$ cat src/rtl/bridge_ctrl.sv
// CPU peripheral-port bridge: decodes NDEV 16-byte device windows plus an
// interrupt controller window at index NDEV, and drives the registered HWInt vector.

module bridge_irq_line #(
    parameter bit EDGE = 1'b0
) (
    input  logic clk,
    input  logic rst_n,
    input  logic irq_i,
    input  logic clr_i,
    output logic status_o
);
    logic prev_q, status_q, status_d;

    // A rising edge in the same cycle as a W1C clear keeps the bit set.
    always_comb begin
        status_d = irq_i;
        if (EDGE) status_d = (status_q & ~clr_i) | (irq_i & ~prev_q);
    end

    always_ff @(posedge clk) begin
        if (!rst_n) begin
            prev_q   <= 1'b0;
            status_q <= 1'b0;
        end else begin
            prev_q   <= irq_i;
            status_q <= status_d;
        end
    end

    assign status_o = status_q;
endmodule

module bridge_ctrl #(
    parameter int          NDEV     = 3,
    parameter logic [27:0] BASE_HI  = 28'h000_07F0,
    parameter int          IRQ_W    = 6,
    parameter logic [5:0]  IRQ_EDGE = 6'b000000,
    parameter int          RD_WAIT  = 1
) (
    input  logic                 clk,
    input  logic                 rst_n,
    input  logic [31:0]          pr_addr,
    input  logic [31:0]          pr_wd,
    input  logic                 pr_we,
    input  logic                 pr_re,
    output logic [31:0]          pr_rd,
    output logic                 pr_ready,
    output logic                 pr_err,
    output logic [NDEV-1:0]      dev_we,
    output logic [31:0]          dev_wd,
    output logic [1:0]           dev_addr,
    input  logic [32*NDEV-1:0]   dev_rd,
    input  logic [IRQ_W-1:0]     irq_in,
    output logic [5:0]           hw_int
);
    typedef enum logic [1:0] {IDLE, ACCESS, DONE} state_t;

    typedef struct packed {
        logic       we;
        logic       miss;
        logic [3:0] idx;
    } req_t;

    state_t           state_q, state_d;
    req_t             req_q, req_d;
    logic [3:0]       cnt_q, cnt_d;
    logic [31:0]      rd_q, rd_d, wd_q, wd_d;
    logic [1:0]       waddr_q, waddr_d;
    logic [IRQ_W-1:0] status, mask_q, mask_d, clr;
    logic [5:0]       hw_q;
    logic [27:0]      off;
    logic             ctl_sel;
    logic [31:0]      rd_sel;
    logic             unused_ok;

    assign off       = pr_addr[31:4] - BASE_HI;
    assign ctl_sel   = (req_q.idx == 4'(NDEV)) & ~req_q.miss;
    assign unused_ok = &{1'b0, pr_addr[1:0]};

    for (genvar j = 0; j < IRQ_W; j++) begin : g_irq
        bridge_irq_line #(.EDGE(IRQ_EDGE[j])) u_line (
            .clk      (clk),
            .rst_n    (rst_n),
            .irq_i    (irq_in[j]),
            .clr_i    (clr[j]),
            .status_o (status[j])
        );
    end

    // Read mux: misses return all ones, controller offsets 0x8/0xC read zero.
    always_comb begin
        rd_sel = 32'hFFFF_FFFF;
        if (ctl_sel) begin
            case (waddr_q)
                2'd0:    rd_sel = 32'(status);
                2'd1:    rd_sel = 32'(mask_q);
                default: rd_sel = 32'h0;
            endcase
        end else if (!req_q.miss) begin
            for (int i = 0; i < NDEV; i++)
                if (req_q.idx == 4'(i)) rd_sel = dev_rd[32*i +: 32];
        end
    end

    always_comb begin
        state_d  = state_q;
        req_d    = req_q;
        cnt_d    = cnt_q;
        rd_d     = rd_q;
        wd_d     = wd_q;
        waddr_d  = waddr_q;
        mask_d   = mask_q;
        clr      = '0;
        dev_we   = '0;
        pr_ready = 1'b0;
        case (state_q)
            IDLE: begin
                if (pr_we || pr_re) begin
                    req_d.we   = pr_we;
                    req_d.miss = (off > 28'(NDEV));
                    req_d.idx  = off[3:0];
                    wd_d       = pr_wd;
                    waddr_d    = pr_addr[3:2];
                    cnt_d      = 4'd0;
                    state_d    = ACCESS;
                end
            end
            ACCESS: begin
                if (req_q.we) begin
                    if (ctl_sel) begin
                        if (waddr_q == 2'd0) clr = wd_q[IRQ_W-1:0];
                        else if (waddr_q == 2'd1) mask_d = wd_q[IRQ_W-1:0];
                    end else if (!req_q.miss) begin
                        for (int i = 0; i < NDEV; i++)
                            dev_we[i] = (req_q.idx == 4'(i));
                    end
                    state_d = DONE;
                end else if (cnt_q == 4'(RD_WAIT - 1)) begin
                    rd_d    = rd_sel;
                    state_d = DONE;
                end else begin
                    cnt_d = cnt_q + 4'd1;
                end
            end
            DONE: begin
                pr_ready = 1'b1;
                state_d  = IDLE;
            end
            default: state_d = IDLE;
        endcase
    end

    always_ff @(posedge clk) begin
        if (!rst_n) begin
            state_q <= IDLE;
            req_q   <= '0;
            cnt_q   <= 4'd0;
            rd_q    <= 32'h0;
            wd_q    <= 32'h0;
            waddr_q <= 2'd0;
            mask_q  <= '1;
            hw_q    <= 6'h0;
        end else begin
            state_q <= state_d;
            req_q   <= req_d;
            cnt_q   <= cnt_d;
            rd_q    <= rd_d;
            wd_q    <= wd_d;
            waddr_q <= waddr_d;
            mask_q  <= mask_d;
            hw_q    <= 6'(status & mask_q);
        end
    end

    assign pr_rd    = rd_q;
    assign pr_err   = pr_ready & req_q.miss;
    assign dev_wd   = wd_q;
    assign dev_addr = waddr_q;
    assign hw_int   = hw_q;
endmodule

$ cat config.mk
export PLATFORM = sky130hd
export DESIGN_NAME = bridge_ctrl
export DESIGN_NICKNAME = d
export VERILOG_FILES = /design/src/rtl/bridge_ctrl.sv
export SDC_FILE = /design/constraint.sdc
export NUM_CORES = 1
export LEC_CHECK = 0
export CAP_MARGIN = 15
export CORE_MARGIN = 2
export CORE_UTILIZATION = 35
export CTS_CLUSTER_DIAMETER = 150
export DETAILED_ROUTE_END_ITERATION = 12
export PLACE_DENSITY = 0.86
export SLEW_MARGIN = 25
export SYNTH_ARGS = -nofsm -noshare
export SYNTH_HDL_FRONTEND = slang
export SYNTH_SLANG_ARGS = --single-unit
$ cat constraint.sdc
create_clock -name clk -period 1.9 [get_ports clk]
set_input_delay 0.285 -clock clk [delete_from_list [all_inputs] [get_ports clk]]
set_output_delay 0.285 -clock clk [all_outputs]
set_load 0.1 [all_outputs]
# After elaboration in Yosys (flattened, before gate mapping)

Index checks and enable logic that the tools add are counted.

Bits of input ports: 170
Flip-flop bits (word level): 96
Output and inout port bits: 77

Bitwise logic cells: 6
$add $sub $neg: 2
Equal/unequal tests: 10
Magnitude comparators: 1
Mux-type cells: 19
Reductions and logical operators: 11

Operators by type and width:

| operator               | number |
|---|---|
| $mux 32                | 5 |
| $gt 28x2->1 const B    | 1 |
| $sub 28x11->28 const B | 1 |
| $mux 3                 | 4 |
| $mux 4                 | 3 |
| $pmux 6 s2             | 1 |
| $eq 4x2->1 const B     | 2 |
| $logic_not 4->1        | 2 |
| $pmux 4 s2             | 1 |
| $and 6x6->6            | 1 |
| $mux 2                 | 3 |
| $ne 2x2->1 const B     | 3 |
| $reduce_and 5->1       | 1 |
| $add 4x1->4 const B    | 1 |
| $eq 2x1->1 const B     | 2 |
| $eq 4x1->1 const B     | 1 |
| $logic_not 2->1        | 2 |
| $pmux 2 s2             | 1 |
| $reduce_and 2->1       | 2 |
| $reduce_and 4->1       | 1 |
| $ne 3x3->1 const B     | 1 |
| $not 1->1              | 3 |
| $reduce_and 3->1       | 1 |
| $and 1x1->1            | 2 |
| other kinds (4)        | 4 |

# Longest topological paths before layout

Depth in word-level cells: 6
Mapped depth: 8

# Modules after synthesis

A second synthesis with hierarchy kept.

Cells, all modules: 514
Area total of the unflattened synthesis: 4259.1 um^2

By module, submodules not included:

| module          | cells each | area an instance (um^2) | times used |
|---|---|---|---|
| bridge_ctrl     | 502        | 4101.4                  | 1 |
| bridge_irq_line | 2          | 26.3                    | 6 |

# Worst setup path after synthesis

No wires, ideal clock.

Kind: register -> output
Start: register req_q[3] (netlist name)
End: output port dev_we[2]
Cell stages (with the launch flop): 4
Arrival: 3.097 ns
Setup slack: -1.482 ns
Data required time: 1.615 ns
Cells stage by stage: dfxtp_1 > nor3_1 > nand3_1 > nor3b_1

Word-level cells in the longest chain between the ends: 5
Elaborated cells between the ends (all ways): 7
Those cells by class: eq/ne: 2; mux: 4; bitwise: 1

RTL lines:

| element                               | line    | RTL |
|---|---|---|
| start: declaration                    | 66      | `req_t req_q, req_d;` |
| start signal: assignment              | 166     | `req_q <= req_d;` |
| $eq 4x2->1 (on tied branches)         | 136, 78 |  |
| $mux 3 or $and 1x1->1 (tied branches) | 134, 78 |  |
| $mux 3 (*)                            | 131     | `if (ctl_sel) begin` |
| $mux 3 (*)                            | 130     | `if (req_q.we) begin` |
| $mux 3 (*)                            | 117     | `case (state_q)` |
| end: declaration                      | 50      | `output logic [NDEV-1:0] dev_we,` |

Every way passes the cells marked *; elsewhere a longest branch is shown, timed or not.

# Final worst setup path

Same ends and word-level chain as after synthesis.

==> impl_metrics.env <==
export IMPL_layout_commonest_cell="clkdlybuf4s50_1"
export IMPL_finalClockSkew_ps=5.73
export IMPL_synth_nets=663
export IMPL_io_pins=247
export IMPL_slowest_delay_ps=330
export IMPL_std_cell_rows=39
export IMPL_track_usage_pct=21.4
export IMPL_clk_pin_slew_ps=70
export IMPL_drt_iter0_drc=233
export IMPL_cp_arrival_ps=1570
export IMPL_numCtsBuffers=9
export IMPL_die_w_um=113
export IMPL_cts_root_buffer="clkbuf_16"
export IMPL_syn_instance_count=491
export IMPL_ys_seq_area_share_pct=45.9
export IMPL_crit_buf_inv=1
export IMPL_pwr_density_cell_nw_per_um2=1040
export IMPL_slew_viol_final=0
export IMPL_hold_violations=0
export IMPL_die_height_um=113
export IMPL_worst_ir_drop_vdd_mv=0.778
export IMPL_routed_wire_length_per_instance_um=16.6
export IMPL_synthTopCellsByArea="dfxtp_1 46%, a21oi_1 11%, mux2i_1 9.1%, nand2_1 7.8%, o21ai_0 3.6%"
export IMPL_gr_usage_met1_pct=24.0
export IMPL_critPathCaptureType="output port"
export IMPL_fmax_mhz=538
export IMPL_tritoncts="yes"
export IMPL_report_final_setup_viol=0
export IMPL_cts_hold_buffers=0
export IMPL_layout_common_cells="166 x clkdlybuf4s50_1, 88 x dfxtp_1, 87 x nand2_1, 87 x buf_4, 78 x a21oi_1"
export IMPL_worst_setup_path_type="register to output port"
export IMPL_fin_nets=904
export IMPL_ys_warn_count=0
export IMPL_grt_ovfl_total=0
export IMPL_slew_headroom_pct=59.0
export IMPL_grt_pass1_vias=4561
export IMPL_period_share_pct=97.8
export IMPL_drv_cap=0
export IMPL_yosysTopAreaCell="dfxtp_1"
export IMPL_synth_ff_type="dfxtp_1"
export IMPL_max_slew_worst_pin_slew_ps=613
export IMPL_worstPathMaxFanout=3
export IMPL_synth_seq_cells=96
export IMPL_fillCellCount=918
export IMPL_synth_top_area_share_pct=45.9
export IMPL_crit_path_cell_trace="nor3_4 > nand3_4 > nor3b_4 > buf_12"
export IMPL_clock_path_buffers=2
export IMPL_syn_to_final_growth_pct=73.1
export IMPL_wirelength_um=14600
export IMPL_cpLargestDelayFamily="simple AND/OR/NAND/NOR gates"
export IMPL_synth_cell_types=39
export IMPL_p_leak_nw=2.90
export IMPL_clk_latency_ps=340
export IMPL_crit_path_start_kind="register"
export IMPL_busiest_layer="met2"
export IMPL_hpwl_um=10900
export IMPL_start_util_pct=36.2
export IMPL_dieArea_um2=12900
export IMPL_met3_usage_pct=5.53
export IMPL_grt_setup_unrepaired="true"
export IMPL_drc=0
export IMPL_fin_total_pwr_mw=7.51
export IMPL_syn_avg_cell_area_um2=8.53
export IMPL_synth_edff_count=0
export IMPL_antenna_found_initial=0
export IMPL_outcome="finished, final reports clean"
export IMPL_syn_area_um2=4190
export IMPL_portBuffers=244
export IMPL_drive_above_1_share_pct=23.6
export IMPL_gp_congestion=0.818
export IMPL_required_ps=1620
export IMPL_placed_area_um2=6750
export IMPL_hold_class="input pin to register"
export IMPL_ant_nets=0
export IMPL_grt_max_degree=34
export IMPL_avgViaCountPerCell=5.13
export IMPL_cts_num_sinks=96
export IMPL_design_area_um2=7250
export IMPL_n_antenna_cell=0
export IMPL_num_vias=4511
export IMPL_grt_use_met2_pct=39.3
export IMPL_cts_max_level=3
export IMPL_slowest_stage="dfxtp_2"
export IMPL_layout_min_cycle_time_ps=1860
export IMPL_coreArea_um2=11600
export IMPL_first_pass_iters=4
export IMPL_grt_first_pass_wirelength_um=22200
export IMPL_ys_async_sr_fraction_pct=0
[final timing paths]
path	startpoint	to	slack, ps	cells after the start
max	req_q[3]	dev_we[2]	40	4
min	rst_n	req_q[5]	360	3
max reg2reg	cnt_q[0]	pr_rd[22]	60	7
min reg2reg	dev_wd[23]	dev_wd[23]	450	2
[cells in the mapped netlist, types with 2 or more instances]
master and count:
and3_1 7, dfxtp_1 96, nor4_1 4, o21ai_0 30, ha_1 2, buf_2 16, buf_6 3, nand4b_1 3
nor2_1 37, and2_1 9, or4_1 3, clkbuf_1 20, nor2b_1 3, o221a_2 5, mux2i_1 38, inv_1 3
nand4_1 2, mux2_2 2, nor3_1 5, a21oi_1 93, nand2_1 87, mux4_2 5, nor3b_1 2
[logic make-up (layout without fill, tap and decap cells)]
family                   Yosys count  count (layout)  synth area share [%]
adder cells (fa/ha/maj)            2               2                 0.598
multiplexers                      45              45                  12.3
AO/OA/AOI/OAI                    134             134                  17.3
buffers and inverters             43             289                  4.87
flip-flops                        96              96                  45.9
AND/OR/NAND/NOR                  171             171                  19.0
[where the power goes]
group	switching [mW]	internal (mW)	total, mW
clock	0.812	0.983	1.80
sequential	0.183	2.25	2.43
combinational	2.25	1.04	3.29
total	3.24	4.27	7.51
[final cells by class]
type / count / area [um^2] / share of cell area, %
Timing Repair Buffer: 269 / 2600 / 35.9
Sequential cell: 96 / 1940 / 26.8
Inverter: 4 / 15.0 / 0.207
Multi-Input combinational cell: 352 / 2210 / 30.5
Tap cell: 143 / 179 / 2.47
Clock inverter: 6 / 48.8 / 0.673
Clock buffer: 10 / 250 / 3.45
[metrics by stage]
stage,cells,hold slack (ps),setup WS [ps],utilization [%],setup TNS (ps)
floorplan,491,411,-69.9,-,-94.5
global placement,858,443,-14.8,58.4,-14.8
detailed placement,858,447,-8.92,58.4,-16.9
CTS,874,347,12.5,61.2,0
global route,880,362,-44.4,62.7,-490
finish,880,364,41.2,62.7,0
[flip-flops by register name, indices dropped and copies added, names as in the netlist]
register	count
hw_int	6
dev_addr	2
cnt_q	4
g_irq.u_line.status_o	6
state_q	2
pr_rd	32
req_q	6
mask_q	6
dev_wd	32
[tightest hold or removal path: cells and delay by family]
kind / cells / cell delay, ps
simple gates: 1 / 120
buf+inv: 2 / 250
[repair_timing]
item,4_1_cts,5_1_grt
pin swaps,0,7
cloned,0,3
setup endpoints to repair,4,29
setup buffers,0,3
resized for setup,5,27
[metal layers]
layer	wire, um	up-vias
met5	0	-
met4	294	0
met3	769	22
met2	7730	145
met1	5810	2154
li1	-	2190
(Power assumes the default switching activity.)
==> patch 1 (config.mk and constraints unchanged) <==
Add an input register stage for `irq_in`; this delays it by one clock. The other inputs are not delayed to match.
--- a/src/rtl/bridge_ctrl.sv
+++ b/src/rtl/bridge_ctrl.sv
@@ -64,2 +64,8 @@
 
+    logic [IRQ_W-1:0] irq_q;
+
+    always_ff @(posedge clk) begin
+        irq_q <= irq_in;
+    end
+
     state_t           state_q, state_d;
@@ -84,3 +90,3 @@
             .rst_n    (rst_n),
-            .irq_i    (irq_in[j]),
+            .irq_i    (irq_q[j]),
             .clr_i    (clr[j]),
Behaviour: not the same (a bounded check fails within 4 cycles, from zero or initial values and one cycle with rst_n low).
==> patch 1 against the original RTL <==
- critical path depth is the same
- register-to-register slack gained 0.17 ns
- sequential cell count grew 6
- total power grew 11%
- area after synthesis grew 6.8%
- largest power group unchanged
- cell count grew 6.9%
- routed wire length shrank 5.9%
- final area grew 2.0%
- worst setup slack lost 0.033 ns
==> patch 1: results (changes against the original RTL) <==
=================================================================================================================
Yosys cell types                                                                                               41   +5.1%
Amount of wire on met3 after detailed routing                                                              991 um   +29%
Met2 track utilization from global routing                                                                  0.351   -0.0418
Top area cells in the synthesized netlist                                                            sky130_fd_sc_hd__dfxtp_1 46%, sky130_fd_sc_hd__a21oi_1 11%, sky130_fd_sc_hd__nand2_1 10%, sky130_fd_sc_hd__mux2i_1 8.5%, sky130_fd_sc_hd__o211ai_1 4.4%
Reg-to-Reg End                                                                                          pr_rd[28]
Worst hold path depth                                                                                           1   -2
Crit path largest cell delay                                                                              0.45 ns   +0.12 ns
GP Congestion                                                                                               0.776   -5.1%
Final period util                                                                                           0.996   +0.0176
Avg Vias per Cell                                                                                            4.87   -5.0%
Wire length per cell after detailed routing                                                               14.6 um   -12%
Arithmetic-cell share of the synthesized area counting full adders, half adders and majority gates        0.00560   -0.000380
Sequential share of power                                                                                   0.313   -0.011
Clock Power Share                                                                                           0.231   -0.008
Source of the critical timing path                                                                       req_q[2]
Min Hold Slack                                                                                           0.373 ns   +0.00967 ns
IR Drop Worst-Case VDD                                                                                     737 uV   -5.2%
Hold path start                                                                                         irq_in[3]
Met1 Track Usage GR                                                                                         0.225   -0.0146
Global-route track usage on met3                                                                           0.0443   -0.0110
Share of post-route cells with drive strength above 1                                                       0.189   -0.0475
Cell count after placement                                                                                    925   +7.8%
Run status                                                                                           finished, final reports clean
Arrival time worst endpoint                                                                               1.61 ns   +0.04 ns
Largest clock skew in the final design                                                                 0.00714 ns   +0.00142 ns
HPWL after DPL                                                                                            10.6 mm   -2.2%
Number of cells on the worst reg-to-reg path                                                                    5   -2
Area fraction in compound gates after synthesis                                                             0.194   +0.0206
Layout fillers                                                                                               1114   +21%
Placed inst area                                                                                         7070 um2   +4.7%
List of most frequent post-synthesis cells                                                           125 x sky130_fd_sc_hd__nand2_1, 102 x sky130_fd_sc_hd__dfxtp_1, 96 x sky130_fd_sc_hd__a21oi_1
Net Sw Power                                                                                              3.72 mW   +15%
Met2 wire length                                                                                          6.93 mm   -10%
End of the worst hold path                                                                               irq_q[3]
Number of cells in the finished layout apart from fillers                                                     941   +6.9%
Post-synthesis to final-layout area growth                                                                  65.4%
Remaining max-slew budget at the tightest pin                                                               0.754   +0.163
Maximum fanout along the worst path                                                                             4   +1
First-pass GRT wire length                                                                                21.0 mm   -5.1%
Leakage power summed over all cells                                                                       2.97 nW   +2.6%
Total track usage                                                                                           0.196   -0.0187
Pwr Total                                                                                                 8.35 mW   +11%
Xor/xnor cell area share of the yosys netlist                                                             0.00392   +0.00392
Nets@finish                                                                                                   936   +3.5%
Worst-case setup slack after placement                                                                  -0.106 ns   -0.0970 ns
Slowest cell on crit path                                                                            sky130_fd_sc_hd__or4_4
Maximum number of pins on one net before global-route repair                                                   33   -2.9%
=================================================================================================================
patch 1: cell types whose count changed in the layout (fill, tap and decap cells not counted), moves of 6 or more:
cell,change
sky130_fd_sc_hd__o211ai_1,+26
sky130_fd_sc_hd__a21oi_1,+18
sky130_fd_sc_hd__a32o_1,+6
sky130_fd_sc_hd__dfxtp_1,+7
sky130_fd_sc_hd__a21oi_2,-15
sky130_fd_sc_hd__o21ai_0,-23
sky130_fd_sc_hd__nor2_1,-23
sky130_fd_sc_hd__o22ai_1,+6
sky130_fd_sc_hd__nand2_1,+37
patch 1: final cells by class:
cell class	count	area (um2)	share of cell area
Inverter	3	11.3	0.00152
Clock buffer	9	225	0.0305
Timing Repair Buffer	266	2530	0.342
Clock inverter	7	90.1	0.0122
Sequential cell	102	2050	0.277
Tap cell	172	215	0.0291
Multi-Input combinational cell	382	2270	0.308
==> patch 2 (same settings) <==
Without the edit above. The parameter `NDEV` goes from 3 to 2.
--- a/src/rtl/bridge_ctrl.sv
+++ b/src/rtl/bridge_ctrl.sv
@@ -34,3 +34,3 @@
 module bridge_ctrl #(
-    parameter int          NDEV     = 3,
+    parameter int          NDEV     = 2,
     parameter logic [27:0] BASE_HI  = 28'h000_07F0,
Ports: changed (resized dev_rd and dev_we); port bits go from 247 to 214. The function was not compared with the original's and may differ.
==> patch 2 against the original RTL <==
- via count shrank 4.9%
- cell count shrank 6.4%
- critical path depth is the same
- routed wire length shrank 12%
- clock skew grew 0.0053 ns
- area after synthesis shrank 7.3%
- final area shrank 12%
- non-clock buffer count shrank 35
- total power shrank 9.3%
- sequential cell count is the same
- clock power shrank 23%
- worst setup slack gained 0.034 ns
- core utilization shrank 3.6 points
==> patch 2: results (changes against the original RTL) <==
========================================================================
Clock Latency Late Sink                                          0.37 ns   +0.03 ns
Worst R2R Start                                                 cnt_q[1]
Hold path start                                                pr_wd[27]
DRC violation total after the first TritonRoute iteration            410   +76%
Remaining max-slew budget at the tightest pin                      0.723   +0.132
Flip-flop and latch share of the layout cell area                  0.302   +0.0345
Design area                                                     6410 um2   -12%
HPWL after DPL                                                   9.29 mm   -14%
Total wire length                                                12.8 mm   -12%
Global-route track usage on met3                                  0.0735   +0.0182
Layout buffering overhead excluding clock cells                    0.347   -0.0127
Cell at the root of the clock tree                          sky130_fd_sc_hd__clkbuf_8
Met1 Track Usage GR                                                0.218   -0.0216
Post-CTS setup-driven buffer insertion count                           1   +1
Total number of multi-input combinational cells                      328   -6.8%
Worst-case setup slack after placement                         0.0345 ns   +0.0435 ns
Leakage power summed over all cells                              2.65 nW   -8.6%
Reg-to-Reg End                                                 pr_rd[21]
Top area cells in the synthesized netlist                   sky130_fd_sc_hd__dfxtp_1 50%, sky130_fd_sc_hd__nand2_1 11%, sky130_fd_sc_hd__o21ai_0 8.0%, sky130_fd_sc_hd__a21oi_1 5.9%, sky130_fd_sc_hd__a31oi_1 4.2%
Avg Vias per Cell                                                   5.21   +1.6%
Met2 track utilization from global routing                         0.374   -0.0188
Run status                                                  finished, final reports clean
Share of post-route cells with drive strength above 1              0.206   -0.0300
List of most frequent post-synthesis cells                  110 x sky130_fd_sc_hd__nand2_1, 96 x sky130_fd_sc_hd__dfxtp_1, 62 x sky130_fd_sc_hd__o21ai_0
Critical path endpoint                                         dev_we[1]
Crit path largest cell delay                                     0.35 ns   +0.02 ns
Amount of wire on met3 after detailed routing                    1.26 mm   +64%
Placed inst area                                                6030 um2   -11%
Syn_nets                                                             611   -7.8%
ClkCell Share                                                     0.0322   -0.00904
GP Congestion                                                      0.808   -1.2%
Met1 WL                                                          4.90 mm   -16%
End of the worst hold path                                    dev_wd[27]
Number of ordinary inverters in the final layout                      10   +6
========================================================================
## patch 2: changes by cell type in the layout (fill, tap and decap cells not counted), moves of 15 or more
cell	change
sky130_fd_sc_hd__a21oi_1	-32
sky130_fd_sc_hd__a21oi_2	-15
sky130_fd_sc_hd__a31oi_1	+26
sky130_fd_sc_hd__clkdlybuf4s50_1	-31
sky130_fd_sc_hd__mux2i_1	-26
sky130_fd_sc_hd__nand2_1	+23
sky130_fd_sc_hd__nor2_1	-31
sky130_fd_sc_hd__o21ai_0	+32
## patch 2: cell families after synthesis
family                   Yosys count  share of synthesized area
flip-flops                        96                      0.495
AO/OA/AOI/OAI                    151                      0.214
adder cells (fa/ha/maj)            2                    0.00645
AND/OR/NAND/NOR                  162                      0.198
multiplexers                      13                     0.0339
buffers and inverters             47                     0.0519
## patch 2: report_power, final
group	switching, mW	leakage, nW	internal, mW
combinational	2.16	1.75	0.864
sequential	0.161	0.793	2.25
clock	0.698	0.103	0.684
